### config.mk
export PLATFORM = sky130hd
export DESIGN_NAME = instruction_fetch_stage_flat
export DESIGN_NICKNAME = d
export VERILOG_FILES = /design/src/rtl/instruction_fetch_stage_if.sv /design/src/rtl/instruction_fetch_stage.sv /design/src/flat_wrapper.sv
export SDC_FILE = /design/constraint.sdc
export NUM_CORES = 1
export LEC_CHECK = 0
export ABC_AREA = 1
export CORE_MARGIN = 2
export CORE_UTILIZATION = 50
export CTS_CLUSTER_SIZE = 14
export DETAILED_ROUTE_END_ITERATION = 6
export PLACE_DENSITY = 0.85
export SYNTH_ARGS = -nofsm -noshare
export SYNTH_HDL_FRONTEND = slang
export SYNTH_SLANG_ARGS = --single-unit
### constraint.sdc
create_clock -name Clk -period 5.54 [get_ports Clk]
set_input_delay 0.554 -clock Clk [delete_from_list [all_inputs] [get_ports Clk]]
set_output_delay 0.554 -clock Clk [all_outputs]
set_load 0.005 [all_outputs]
### src/rtl/instruction_fetch_stage_if.sv
// Fetch-stage bundle: control inputs, instruction-memory port and IF/ID outputs.
// master = fetch stage, slave = surrounding datapath/memory/bench.
interface instruction_fetch_stage_if;
  logic        Start;
  logic        Halt;
  logic        Stall;
  logic        Redirect;
  logic [31:0] Target;
  logic [31:0] Address;
  logic [31:0] Instruction;
  logic [31:0] IFID_Instruction;
  logic [31:0] IFID_PCPlus4;
  logic        IFID_Valid;
  logic [31:0] PC;
  logic [1:0]  State;
  logic [31:0] FetchCount;
  logic        MisalignedTarget;

  modport master (
    input  Start, Halt, Stall, Redirect, Target, Instruction,
    output Address, IFID_Instruction, IFID_PCPlus4, IFID_Valid,
           PC, State, FetchCount, MisalignedTarget
  );

  modport slave (
    output Start, Halt, Stall, Redirect, Target, Instruction,
    input  Address, IFID_Instruction, IFID_PCPlus4, IFID_Valid,
           PC, State, FetchCount, MisalignedTarget
  );
endinterface

### src/rtl/instruction_fetch_stage.sv
// PC register and IF/ID pipeline register with start/halt sequencing,
// stall hold and redirect-with-flush in front of a combinational instruction memory.
//   state   | meaning
//   IDLE    | waiting for Start, IF/ID holds a bubble
//   RUN     | fetching; Halt > Redirect > Stall > sequential fetch
//   HALTED  | frozen until Reset, IF/ID holds a bubble
module instruction_fetch_stage #(
  parameter logic [31:0] RESET_PC = 32'h0000_0000,
  parameter logic [31:0] PC_STEP  = 32'd4
) (
  input logic                       Clk,
  input logic                       Reset,
  instruction_fetch_stage_if.master bus
);

  typedef enum logic [1:0] {
    IDLE   = 2'b00,
    RUN    = 2'b01,
    HALTED = 2'b10
  } state_t;

  state_t      state_q, state_d;
  logic [31:0] pc_q, pc_d;
  logic [31:0] instr_q, instr_d;
  logic [31:0] pcplus4_q, pcplus4_d;
  logic        valid_q, valid_d;
  logic [31:0] count_q, count_d;
  logic        misaligned_q, misaligned_d;
  logic [31:0] pc_next_seq;

  assign pc_next_seq = pc_q + PC_STEP;

  always_ff @(posedge Clk or posedge Reset) begin
    if (Reset) begin
      state_q      <= IDLE;
      pc_q         <= RESET_PC;
      instr_q      <= '0;
      pcplus4_q    <= '0;
      valid_q      <= 1'b0;
      count_q      <= '0;
      misaligned_q <= 1'b0;
    end else begin
      state_q      <= state_d;
      pc_q         <= pc_d;
      instr_q      <= instr_d;
      pcplus4_q    <= pcplus4_d;
      valid_q      <= valid_d;
      count_q      <= count_d;
      misaligned_q <= misaligned_d;
    end
  end

  always_comb begin
    state_d      = state_q;
    pc_d         = pc_q;
    instr_d      = instr_q;
    pcplus4_d    = pcplus4_q;
    valid_d      = valid_q;
    count_d      = count_q;
    misaligned_d = misaligned_q;
    unique case (state_q)
      IDLE: begin
        instr_d   = '0;
        pcplus4_d = '0;
        valid_d   = 1'b0;
        if (bus.Start) state_d = RUN;
      end
      RUN: begin
        if (bus.Halt) begin
          state_d   = HALTED;
          instr_d   = '0;
          pcplus4_d = '0;
          valid_d   = 1'b0;
        end else if (bus.Redirect) begin
          // Redirect outranks Stall so the wrong-path fetch is always flushed.
          pc_d      = {bus.Target[31:2], 2'b00};
          instr_d   = '0;
          pcplus4_d = '0;
          valid_d   = 1'b0;
          if (bus.Target[1:0] != 2'b00) misaligned_d = 1'b1;
        end else if (!bus.Stall) begin
          instr_d   = bus.Instruction;
          pcplus4_d = pc_next_seq;
          valid_d   = 1'b1;
          pc_d      = pc_next_seq;
          count_d   = count_q + 32'd1;
        end
      end
      HALTED: begin
        instr_d   = '0;
        pcplus4_d = '0;
        valid_d   = 1'b0;
      end
      default: begin
        state_d   = IDLE;
        instr_d   = '0;
        pcplus4_d = '0;
        valid_d   = 1'b0;
      end
    endcase
  end

  assign bus.Address          = pc_q;
  assign bus.PC               = pc_q;
  assign bus.IFID_Instruction = instr_q;
  assign bus.IFID_PCPlus4     = pcplus4_q;
  assign bus.IFID_Valid       = valid_q;
  assign bus.State            = state_q;
  assign bus.FetchCount       = count_q;
  assign bus.MisalignedTarget = misaligned_q;

endmodule

### src/flat_wrapper.sv
// flat-port wrapper written by rule: the top's interface ports become plain ports
module instruction_fetch_stage_flat 
#(
  parameter logic [31:0] RESET_PC = 32'h0000_0000,
  parameter logic [31:0] PC_STEP  = 32'd4
)
  (Clk, Reset, bus_Start, bus_Halt, bus_Stall, bus_Redirect, bus_Target, bus_Instruction, bus_Address, bus_IFID_Instruction, bus_IFID_PCPlus4, bus_IFID_Valid, bus_PC, bus_State, bus_FetchCount, bus_MisalignedTarget);
  instruction_fetch_stage_if bus_i ();
  input logic Clk;
  input logic Reset;
  input wire logic [$bits(bus_i.Start)-1:0] bus_Start;
  input wire logic [$bits(bus_i.Halt)-1:0] bus_Halt;
  input wire logic [$bits(bus_i.Stall)-1:0] bus_Stall;
  input wire logic [$bits(bus_i.Redirect)-1:0] bus_Redirect;
  input wire logic [$bits(bus_i.Target)-1:0] bus_Target;
  input wire logic [$bits(bus_i.Instruction)-1:0] bus_Instruction;
  output wire logic [$bits(bus_i.Address)-1:0] bus_Address;
  output wire logic [$bits(bus_i.IFID_Instruction)-1:0] bus_IFID_Instruction;
  output wire logic [$bits(bus_i.IFID_PCPlus4)-1:0] bus_IFID_PCPlus4;
  output wire logic [$bits(bus_i.IFID_Valid)-1:0] bus_IFID_Valid;
  output wire logic [$bits(bus_i.PC)-1:0] bus_PC;
  output wire logic [$bits(bus_i.State)-1:0] bus_State;
  output wire logic [$bits(bus_i.FetchCount)-1:0] bus_FetchCount;
  output wire logic [$bits(bus_i.MisalignedTarget)-1:0] bus_MisalignedTarget;
  assign bus_i.Start = bus_Start;
  assign bus_i.Halt = bus_Halt;
  assign bus_i.Stall = bus_Stall;
  assign bus_i.Redirect = bus_Redirect;
  assign bus_i.Target = bus_Target;
  assign bus_i.Instruction = bus_Instruction;
  assign bus_Address = bus_i.Address;
  assign bus_IFID_Instruction = bus_i.IFID_Instruction;
  assign bus_IFID_PCPlus4 = bus_i.IFID_PCPlus4;
  assign bus_IFID_Valid = bus_i.IFID_Valid;
  assign bus_PC = bus_i.PC;
  assign bus_State = bus_i.State;
  assign bus_FetchCount = bus_i.FetchCount;
  assign bus_MisalignedTarget = bus_i.MisalignedTarget;
  instruction_fetch_stage #(.RESET_PC(RESET_PC), .PC_STEP(PC_STEP)) u_core (.Clk(Clk), .Reset(Reset), .bus(bus_i));
endmodule
==> results of run 1 <==
[cells in the mapped netlist (9+ instances only)]
cell,n
o21ai_0,30
a21oi_1,16
inv_1,62
clkbuf_1,9
nand3b_1,9
a22o_1,33
nor2_1,117
xor2_1,16
buf_4,35
dfrtp_1,129
nand2_1,304
nand3_1,44
[metrics by stage]
stage | cells | util | power, W | hold slack (ns)
final | 1269 | 0.723 | 0.00373 | 0.395
after global placement | 1237 | 0.676 | 0.00251 | 0.446
after floorplan | 887 | - | 0.00195 | 0.457
after global routing | 1269 | 0.723 | 0.00394 | 0.399
after CTS | 1269 | 0.723 | 0.00374 | 0.391
after detailed placement | 1237 | 0.676 | 0.00254 | 0.468
[layer usage]
| metal | wire length [um] | vias to the layer above |
|---|---|---|
| met3 | 1630 | 49 |
| met5 | 0 | - |
| met2 | 10000 | 304 |
| met1 | 7960 | 3106 |
| met4 | 609 | 0 |
| li1 | - | 3173 |
[how the worst max path moves through the flow]
stage / endpoint / start / cells past startpoint / slack, ns
final: u_core.bus.Address[10]$_DFFE_PP0P_ / bus_Redirect / 7 / 2.40
after global routing: u_core.bus.Address[7]$_DFFE_PP0P_ / bus_Redirect / 7 / 2.17
after CTS: u_core.bus.Address[7]$_DFFE_PP0P_ / bus_Redirect / 7 / 2.41
after detailed placement: u_core.bus.Address[7]$_DFFE_PP0P_ / bus_Redirect / 7 / 1.99
after global placement: u_core.bus.Address[8]$_DFFE_PP0P_ / bus_Redirect / 7 / 2.14
after floorplan: u_core.bus.Address[10]$_DFFE_PP0P_ / Reset / 1 / 1.55
[cells by family after synthesis]
kind of cell	after synthesis
and+or+nand+nor	514
DFF	129
buffers and inverters	123
AOI/OAI and AO/OA	94
xor gates and xnor gates	21
adders and majority gates	2
other	1
[sequential cells by signal, indices dropped and copies added, names as in the netlist]
signal                       cells
u_core.bus.FetchCount           32
u_core.bus.IFID_Instruction     32
u_core.bus.IFID_PCPlus4         31
u_core.bus.Address              30
u_core.bus.State                 2
u_core.bus.IFID_Valid            1
u_core.bus.MisalignedTarget      1
[final cells by class]
| type | instances | area (um2) | share of cell area |
|---|---|---|---|
| clock buffers | 18 | 439 | 0.0453 |
| well taps | 176 | 220 | 0.0227 |
| repair buffers | 233 | 2320 | 0.240 |
| flip-flops and latches | 129 | 3230 | 0.333 |
| multi-input cells | 635 | 3040 | 0.314 |
| clock inverters | 14 | 188 | 0.0194 |
| inverters | 64 | 248 | 0.0256 |
[where the power goes]
| part | switching (W) | total [W] | leakage, nW | internal (W) |
|---|---|---|---|---|
| Clock | 0.000425 | 0.00119 | 0.298 | 0.000762 |
| Sequential | 0.000266 | 0.00136 | 1.72 | 0.00109 |
| Combinational | 0.000537 | 0.00119 | 2.53 | 0.000650 |
| Total | 0.00123 | 0.00373 | 4.54 | 0.00250 |
==> impl_metrics.py, run 1 <==
metrics = {
    "outcome": {
        "status": "finished, final reports clean",
    },
    "setup_path": {
        "cp_slowest_cell": "clkdlybuf4s50_1",
        "path_delay_family": "buffers and inverters",
        "crit_required_ns": 5.86,
        "r2r-end": "u_core.bus.FetchCount[5]$_DFFE_PP0P_",
        "path_buf_inv": 3,
        "worst_setup_path_start_kind": "input port",
        "cpPeakStageDelay_ns": 0.99,
        "end_kind": "flop",
        "timing.critical_path.cells": "clkdlybuf4s50_1, inv_6, nand2_4, nand2_2, inv_1, o21ai_0, o22ai_1",
        "r2r-start": "u_core.bus.State[1]$_DFFE_PP0P_",
        "r2r_cells": 7,
        "critPathKind": "in -> reg",
        "rrSetupSlack_ns": 3.22,
        "worstPathMaxFanout": 46,
        "cp.arrival_ns": 3.46,
    },
    "synthesis": {
        "synthFlopType": "dfrtp_1",
        "synthArstFlopShare": 1.00,
        "yosysSeqAreaShare": 0.467,
        "yosysWarningCount": 0,
        "post_synth_main_area_contributors": "dfrtp_1 47%, nand2_1 16%, nor2_1 6.3%",
        "yosys-mux-area-fraction": 0,
        "synth_top_family_by_area": "simple AND/OR/NAND/NOR gates",
        "synth_xor_area_frac": 0.0266,
        "synth_edf_count": 0,
        "synthDistinctLibCells": 37,
        "syn_inst": 884,
        "yosys.area_share.simple": 0.318,
        "netlist_area_um2": 6920,
        "synth-compound-area-share": 0.0890,
        "synth.top_cell.area_share": 0.467,
        "yosysTopAreaCell": "dfrtp_1",
        "synth.ff_latch_count": 129,
        "avgSynthCellArea_um2": 7.83,
        "synth_fa_ha_area_frac": 0.00362,
    },
    "layout": {
        "syn2layout_area_growth_pct": 40.0,
        "nNetsFinal": 1152,
        "final_cell_mix": "304 x nand2_1, 229 x clkdlybuf4s50_1, 129 x dfrtp_1",
        "final_common_cell": "nand2_1",
        "finalInstanceArea_um2": 9690,
        "fillCellCount": 1070,
        "drive_above_1_share": 0.0586,
        "antennaDiodeCount": 0,
    },
    "global_route": {
        "grt_antenna_before_repair": 0,
        "met3_usage": 0.0688,
        "overflow": 0,
        "met2_usage": 0.469,
        "grt.total_usage": 0.282,
        "grt_pass1_vias": 6463,
        "gr-usage-met1": 0.357,
        "busiest_layer": "met2",
        "grt_max_degree": 65,
        "grt_pass1_wl_mm": 32.5,
    },
    "clocking": {
        "hold_buffers": 0,
        "ctsHtreeMaxLevel": 4,
        "clock_path_buffers": 2,
        "numCtsBuffers": 17,
        "cts_resized": 0,
        "root_buffer": "clkbuf_16",
        "insertion_delay_ns": 0.42,
        "cts_tree": "done",
        "post_cts_buffers": 0,
        "clk_pin_slew_ns": 0.06,
        "cts.sinks": 129,
    },
    "sta": {
        "finalCriticalPeriod_ns": 3.14,
        "clock_skew_ns": 0.00987,
        "finalHoldViolCount": 0,
        "final.setup.tns_ns": 0,
        "setup_viol_count_final": 0,
        "tightest_slew_ns": 1.07,
        "layout_setup_ws_ns": 2.40,
        "drv_slew": 0,
        "slew_headroom": 0.289,
        "clock.fmax_mhz": 318,
        "fin_crit_sh": 0.567,
        "grt_setup_unrepaired": "false",
    },
    "die": {
        "rows": 42,
        "io_pins": 234,
        "die_h_um": 122,
        "die_w_um": 122,
        "dieArea_um2": 14800,
        "initial_core_util": 0.516,
        "core_um2": 13400,
    },
    "route": {
        "detail-route-antenna-nets": 0,
        "wl_per_cell_um": 15.9,
        "viasPerCell": 5.23,
        "wirelength_mm": 20.2,
        "drc": 0,
        "drt_iter0_drc": 619,
        "first_pass_iters": 7,
        "vias": 6632,
    },
    "placement": {
        "post-dp-hpwl_mm": 14.3,
        "place_ws_ns": 1.99,
        "placed_cell_area_um2": 9060,
        "routabilityCongestion": 0.959,
        "numPortBuffers": 229,
    },
    "power": {
        "pwr_density_cell_nw_per_um2": 385,
        "irDropWorstVdd_mv": 0.300,
        "p_leak_nw": 4.54,
    },
    "flow_run": {
        "max_cap_violations": 0,
    },
    "worst_hold_path": {
        "min_path_type": "in -> async",
    },
}
(Power assumes the default switching activity.)
==> run 2: changes to the inputs <==
CORE_UTILIZATION = 42   (was 50)
PLACE_DENSITY = 0.76   (was 0.85)
clock period = 2.6 ns   (was 5.54 ns; I/O delays follow)
==> run 2 against run 1 <==
Compared with the run above: hold slack got worse by 0.15 ns; core utilization down 11 points; setup slack got worse by 1.7 ns; non-clock buffer count up 10; die area rose by 18%; clock skew decreased by 0.0023 ns; global-route usage is 5.0 points lower.
==> impl_metrics.py, run 2 (same netlist as run 1, synthesis figures left out) <==
metrics = {
    "power": {
        "power.switching_w": 0.00263,
        "pwr_density_cell_nw_per_um2": 789,
        "p_seq_frac": 0.372,
        "irDropWorstVdd_mv": 0.599,
        "p_int_w": 0.00511,
        "power_frac_clock": 0.300,
        "p_leak_nw": 4.58,
        "swShare": 0.340,
        "comb_power_share": 0.329,
    },
    "sta": {
        "clock_skew_ns": 0.00761,
        "final.setup.tns_ns": 0,
        "setup_viol_count_final": 0,
        "fin_crit_sh": 0.727,
        "tightest_slew_ns": 0.551,
        "clock.fmax_mhz": 529,
        "drv_slew": 0,
        "grt_setup_unrepaired": "false",
        "finalHoldViolCount": 0,
        "slew_headroom": 0.632,
        "finalCriticalPeriod_ns": 1.89,
    },
    "clocking": {
        "cts_resized": 0,
        "cts_tree": "done",
        "clock_path_buffers": 2,
        "root_buffer": "clkbuf_16",
        "ctsHtreeMaxLevel": 4,
        "insertion_delay_ns": 0.42,
        "hold_buffers": 0,
        "numCtsBuffers": 17,
        "cts.sinks": 129,
        "clk_pin_slew_ns": 0.06,
        "post_cts_buffers": 0,
    },
    "route": {
        "viasPerCell": 4.86,
        "drc": 0,
        "first_pass_iters": 5,
        "detail-route-antenna-nets": 0,
        "vias": 6414,
        "wirelength_mm": 20.0,
        "wl_per_cell_um": 15.2,
        "drt_iter0_drc": 377,
    },
    "die": {
        "dieArea_um2": 17500,
        "core_um2": 16000,
        "rows": 46,
        "die_h_um": 132,
        "initial_core_util": 0.432,
        "die_w_um": 132,
        "io_pins": 234,
    },
    "global_route": {
        "met2_usage": 0.383,
        "grt_pass1_wl_mm": 32.2,
        "grt.total_usage": 0.232,
        "overflow": 0,
        "grt_max_degree": 47,
        "busiest_layer": "met2",
        "met3_usage": 0.0438,
        "grt_antenna_before_repair": 0,
        "gr-usage-met1": 0.300,
        "grt_pass1_vias": 6276,
    },
    "layout": {
        "syn2layout_area_growth_pct": 41.9,
        "final_common_cell": "nand2_1",
        "fillCellCount": 1432,
        "nNetsFinal": 1162,
        "multi_input_area_um2": 3040,
        "finalNonFillerCells": 1319,
        "antennaDiodeCount": 0,
        "final_cell_mix": "304 x nand2_1, 229 x clkdlybuf4s50_1, 129 x dfrtp_1",
        "fin_util": 0.613,
        "final-seq-area_um2": 3230,
        "drive_above_1_share": 0.0671,
    },
    "placement": {
        "routabilityCongestion": 0.901,
        "post-dp-hpwl_mm": 15.1,
        "numPortBuffers": 229,
        "dp.cells": 1287,
    },
    "setup_path": {
        "r2r_cells": 10,
        "end_kind": "flop",
        "worst_setup_path_start_kind": "flop",
        "crit_start": "u_core.bus.Address[2]$_DFFE_PP0P_",
        "r2r-start": "u_core.bus.Address[2]$_DFFE_PP0P_",
        "worstPathMaxFanout": 6,
        "cp.arrival_ns": 2.20,
        "critPathKind": "reg -> reg",
        "crit_required_ns": 2.91,
    },
    "flow_run": {
        "max_cap_violations": 0,
    },
    "worst_hold_path": {
        "min_path_type": "in -> async",
    },
    "outcome": {
        "status": "finished, final reports clean",
    },
}
==> run 2: changes by cell type in the layout (fill, tap and decap cells not counted) <==
cell / change
buf_12: +4
buf_4: +6
bufinv_16: -3
clkbuf_8: +1
clkinv_2: -3
clkinv_4: +2
clkinvlp_4: +1
inv_4: -1
inv_6: +3
==> run 2: area by class of cell <==
type,count,area share
multi-input combinational,635,0.310
clock buffer,19,0.0461
sequential,129,0.329
timing repair buffer,243,0.249
tap,216,0.0275
clock inverter,13,0.0129
inverter,64,0.0254
==> run 2: path summary, 6_finish.rpt <==
path | endpoint | slack [ns]
worst max-delay path | u_core.bus.Address[24]$_DFFE_PP0P_ | 0.71
worst min-delay path | u_core.bus.IFID_Instruction[2]$_DFFE_PP0P_ | 0.24
worst min register to register | u_core.bus.MisalignedTarget$_DFFE_PP0P_ | 0.46
worst max register to register | u_core.bus.Address[24]$_DFFE_PP0P_ | 0.71
max in group asynchronous | u_core.bus.Address[27]$_DFFE_PP0P_ | 1.74
min in group Clk | u_core.bus.Address[3]$_DFFE_PP0P_ | 0.43
==> run 2: stage by stage <==
stage / hold WS [ns] / total power [W] / area (um2) / setup WS [ns]
finish: 0.242 / 0.00774 / 9810 / 0.709
global route: 0.268 / 0.00821 / 9810 / 0.454
CTS: 0.237 / 0.00780 / 9810 / 0.729
detailed placement: 0.455 / 0.00545 / 9240 / 0.528
global placement: 0.446 / 0.00540 / 9240 / 0.549
floorplan: 0.377 / 0.00415 / 6930 / 0.745
==> run 2: routing by layer <==
layer / up-vias / wire length, um
li1: 3183 / -
met1: 2972 / 8580
met2: 224 / 9770
met3: 35 / 1200
met4: 0 / 468
met5: - / 0
==> run 2: worst max-delay path: stages, from the launching register on <==
cell	delay, ns
dfrtp_1	0.44
ha_1	0.24
nand2_1	0.07
nor2_1	0.27
nand2_1	0.16
nor2_1	0.24
nand2_1	0.07
nand2_1	0.08
nand3_1	0.07
nand2_1	0.08
nand2_1	0.05
==> run 2: power groups by stage <==
stage | clock network [W] | logic [W] | registers (W)
final | 0.00232 | 0.00254 | 0.00288
after global routing | 0.00246 | 0.00281 | 0.00294
after CTS | 0.00236 | 0.00257 | 0.00287
after detailed placement | 0 | 0.00255 | 0.00290
after global placement | 0 | 0.00251 | 0.00289
after floorplan | 0 | 0.00138 | 0.00276
==> run 3: changes to the inputs <==
clock period = 1.54 ns   (was 2.6 ns; I/O delays follow)
==> run 3 against run 2 <==
Compared with the run above: the run now ends with negative setup slack left; clock skew about the same; combinational power rose to 2.5 times the previous value; via count up 11%; cell count up 9.6%; hold slack worse by 0.055 ns; power up 92%; critical endpoint is now u_core.bus.FetchCount[26]$_DFFE_PP0P_; non-clock buffer count up 126; clock power up 75%.
==> impl_metrics.py, run 3 (same netlist as run 1, synthesis figures left out) <==
metrics = {
    "setup_path": {
        "cp.arrival_ns": 1.95,
        "end_kind": "flop",
        "r2r-start": "u_core.bus.State[1]$_DFFE_PP0P_",
        "rrSetupSlack_ns": -0.09,
        "worstPathMaxFanout": 7,
        "crit_start": "u_core.bus.State[1]$_DFFE_PP0P_",
        "crit_required_ns": 1.86,
        "r2r-end": "u_core.bus.FetchCount[26]$_DFFE_PP0P_",
        "worst_setup_path_start_kind": "flop",
        "r2r_cells": 10,
        "critPathKind": "reg -> reg",
    },
    "sta": {
        "drv_slew": 0,
        "layout_setup_ws_ns": -0.0896,
        "clock.fmax_mhz": 614,
        "finalHoldViolCount": 0,
        "setup_viol_count_final": 16,
        "clock_skew_ns": 0.00774,
        "finalCriticalPeriod_ns": 1.63,
        "grt_setup_unrepaired": "true",
        "fin_crit_sh": 1.06,
    },
    "route": {
        "detail-route-antenna-nets": 0,
        "viasPerCell": 4.94,
        "first_pass_iters": 5,
        "vias": 7139,
        "drc": 0,
        "drt_iter0_drc": 555,
        "wirelength_mm": 22.9,
        "wl_per_cell_um": 15.8,
    },
    "power": {
        "swShare": 0.347,
        "power.switching_w": 0.00516,
        "p_int_w": 0.00972,
        "pwr_density_cell_nw_per_um2": 1330,
        "finalPower_w": 0.0149,
        "p_seq_frac": 0.294,
        "p_leak_nw": 5.56,
        "comb_power_share": 0.433,
        "irDropWorstVdd_mv": 0.965,
        "power_frac_clock": 0.273,
    },
    "placement": {
        "post-dp-hpwl_mm": 15.6,
        "numPortBuffers": 229,
        "placed_cell_area_um2": 9720,
        "dp.cells": 1348,
        "routabilityCongestion": 0.901,
    },
    "layout": {
        "syn2layout_area_growth_pct": 61.2,
        "fillCellCount": 1242,
        "nNetsFinal": 1288,
        "finalInstanceArea_um2": 11200,
        "finalNonFillerCells": 1446,
        "final_cell_mix": "278 x nand2_1, 168 x clkdlybuf4s50_1, 124 x buf_4",
        "drive_above_1_share": 0.235,
        "final_common_cell": "nand2_1",
    },
    "global_route": {
        "gr-usage-met1": 0.321,
        "overflow": 0,
        "busiest_layer": "met2",
        "grt.total_usage": 0.251,
        "grt_pass1_vias": 6877,
        "grt_max_degree": 61,
        "met3_usage": 0.0400,
        "grt_pass1_wl_mm": 35.0,
        "grt_antenna_before_repair": 1,
        "met2_usage": 0.423,
    },
    "die": {
        "die_h_um": 132,
        "die_w_um": 132,
        "io_pins": 234,
        "rows": 46,
        "core_um2": 16000,
        "initial_core_util": 0.432,
        "dieArea_um2": 17500,
    },
    "clocking": {
        "clk_pin_slew_ns": 0.06,
        "numCtsBuffers": 17,
        "hold_buffers": 0,
        "cts.sinks": 129,
        "root_buffer": "clkbuf_16",
        "insertion_delay_ns": 0.42,
        "cts_tree": "done",
        "clock_path_buffers": 2,
        "ctsHtreeMaxLevel": 4,
    },
    "flow_run": {
        "max_cap_violations": 0,
    },
    "outcome": {
        "status": "complete, but fails checks",
        "violations": "negative setup slack",
    },
    "worst_hold_path": {
        "min_path_type": "in -> async",
    },
}
## run 3: metrics by stage
stage	utilization	worst slack (ns)	TNS, ns	hold slack (ns)
after detailed placement	0.607	-0.166	-9.71	0.467
after global placement	0.607	-0.120	-5.99	0.449
after floorplan	-	-0.209	-26.99	0.271
after global routing	0.697	-0.221	-4.54	0.240
after CTS	0.664	-0.000917	-0.000917	0.186
final	0.697	-0.0896	-0.425	0.187
## run 3: worst max path at each step
stage                                              end  slack [ns]
3_5_place_dp     u_core.bus.FetchCount[23]$_DFFE_PP0P_       -0.17
2_1_floorplan       u_core.bus.Address[10]$_DFFE_PP0P_       -0.21
4_1_cts        u_core.bus.IFID_PCPlus4[21]$_DFFE_PP0P_     -0.0009
3_3_place_gp     u_core.bus.FetchCount[10]$_DFFE_PP0P_       -0.12
6_report         u_core.bus.FetchCount[26]$_DFFE_PP0P_       -0.09
5_1_grt          u_core.bus.FetchCount[26]$_DFFE_PP0P_       -0.22
## run 3: critical path, cell delays in order, from the launching register on
cell,delay (ns)
dfrtp_1,0.39
inv_1,0.07
nand2_2,0.07
nor2_4,0.22
nand2_8,0.15
nor2_8,0.17
nand2_4,0.10
nor2_4,0.15
nand2_1,0.08
nand2_1,0.07
nand2_1,0.04
## run 3: final cells by class
class,count,area [um2],share of cell area
Antenna cell,1,2.50,0.000224
Clock buffer,18,429,0.0385
Clock inverter,14,156,0.0140
Inverter,64,254,0.0228
Multi-Input combinational cell,635,3400,0.305
Sequential cell,129,3240,0.291
Tap cell,216,270,0.0242
Timing Repair Buffer,369,3400,0.305
## run 3: power groups by stage
stage | clock network (W) | logic (W) | registers (W)
after floorplan | 0 | 0.00234 | 0.00467
after global placement | 0 | 0.00531 | 0.00455
after detailed placement | 0 | 0.00539 | 0.00456
after CTS | 0.00409 | 0.00578 | 0.00438
after global routing | 0.00424 | 0.00696 | 0.00444
final | 0.00406 | 0.00644 | 0.00438
## run 3: what timing repair did
item / in CTS / in global routing
gates resized for setup: 88 / 117
pin swaps: 3 / 40
endpoints found under the setup margin: 98 / 125
setup buffers: 40 / 25
endpoints found under the hold margin: 0 / 0
## run 3: routing by layer
metal  part of all wire  vias up
met5                  0        -
met4              0.029        0
met3              0.058       47
met2               0.50      276
met1               0.41     3374
li1                   -     3442
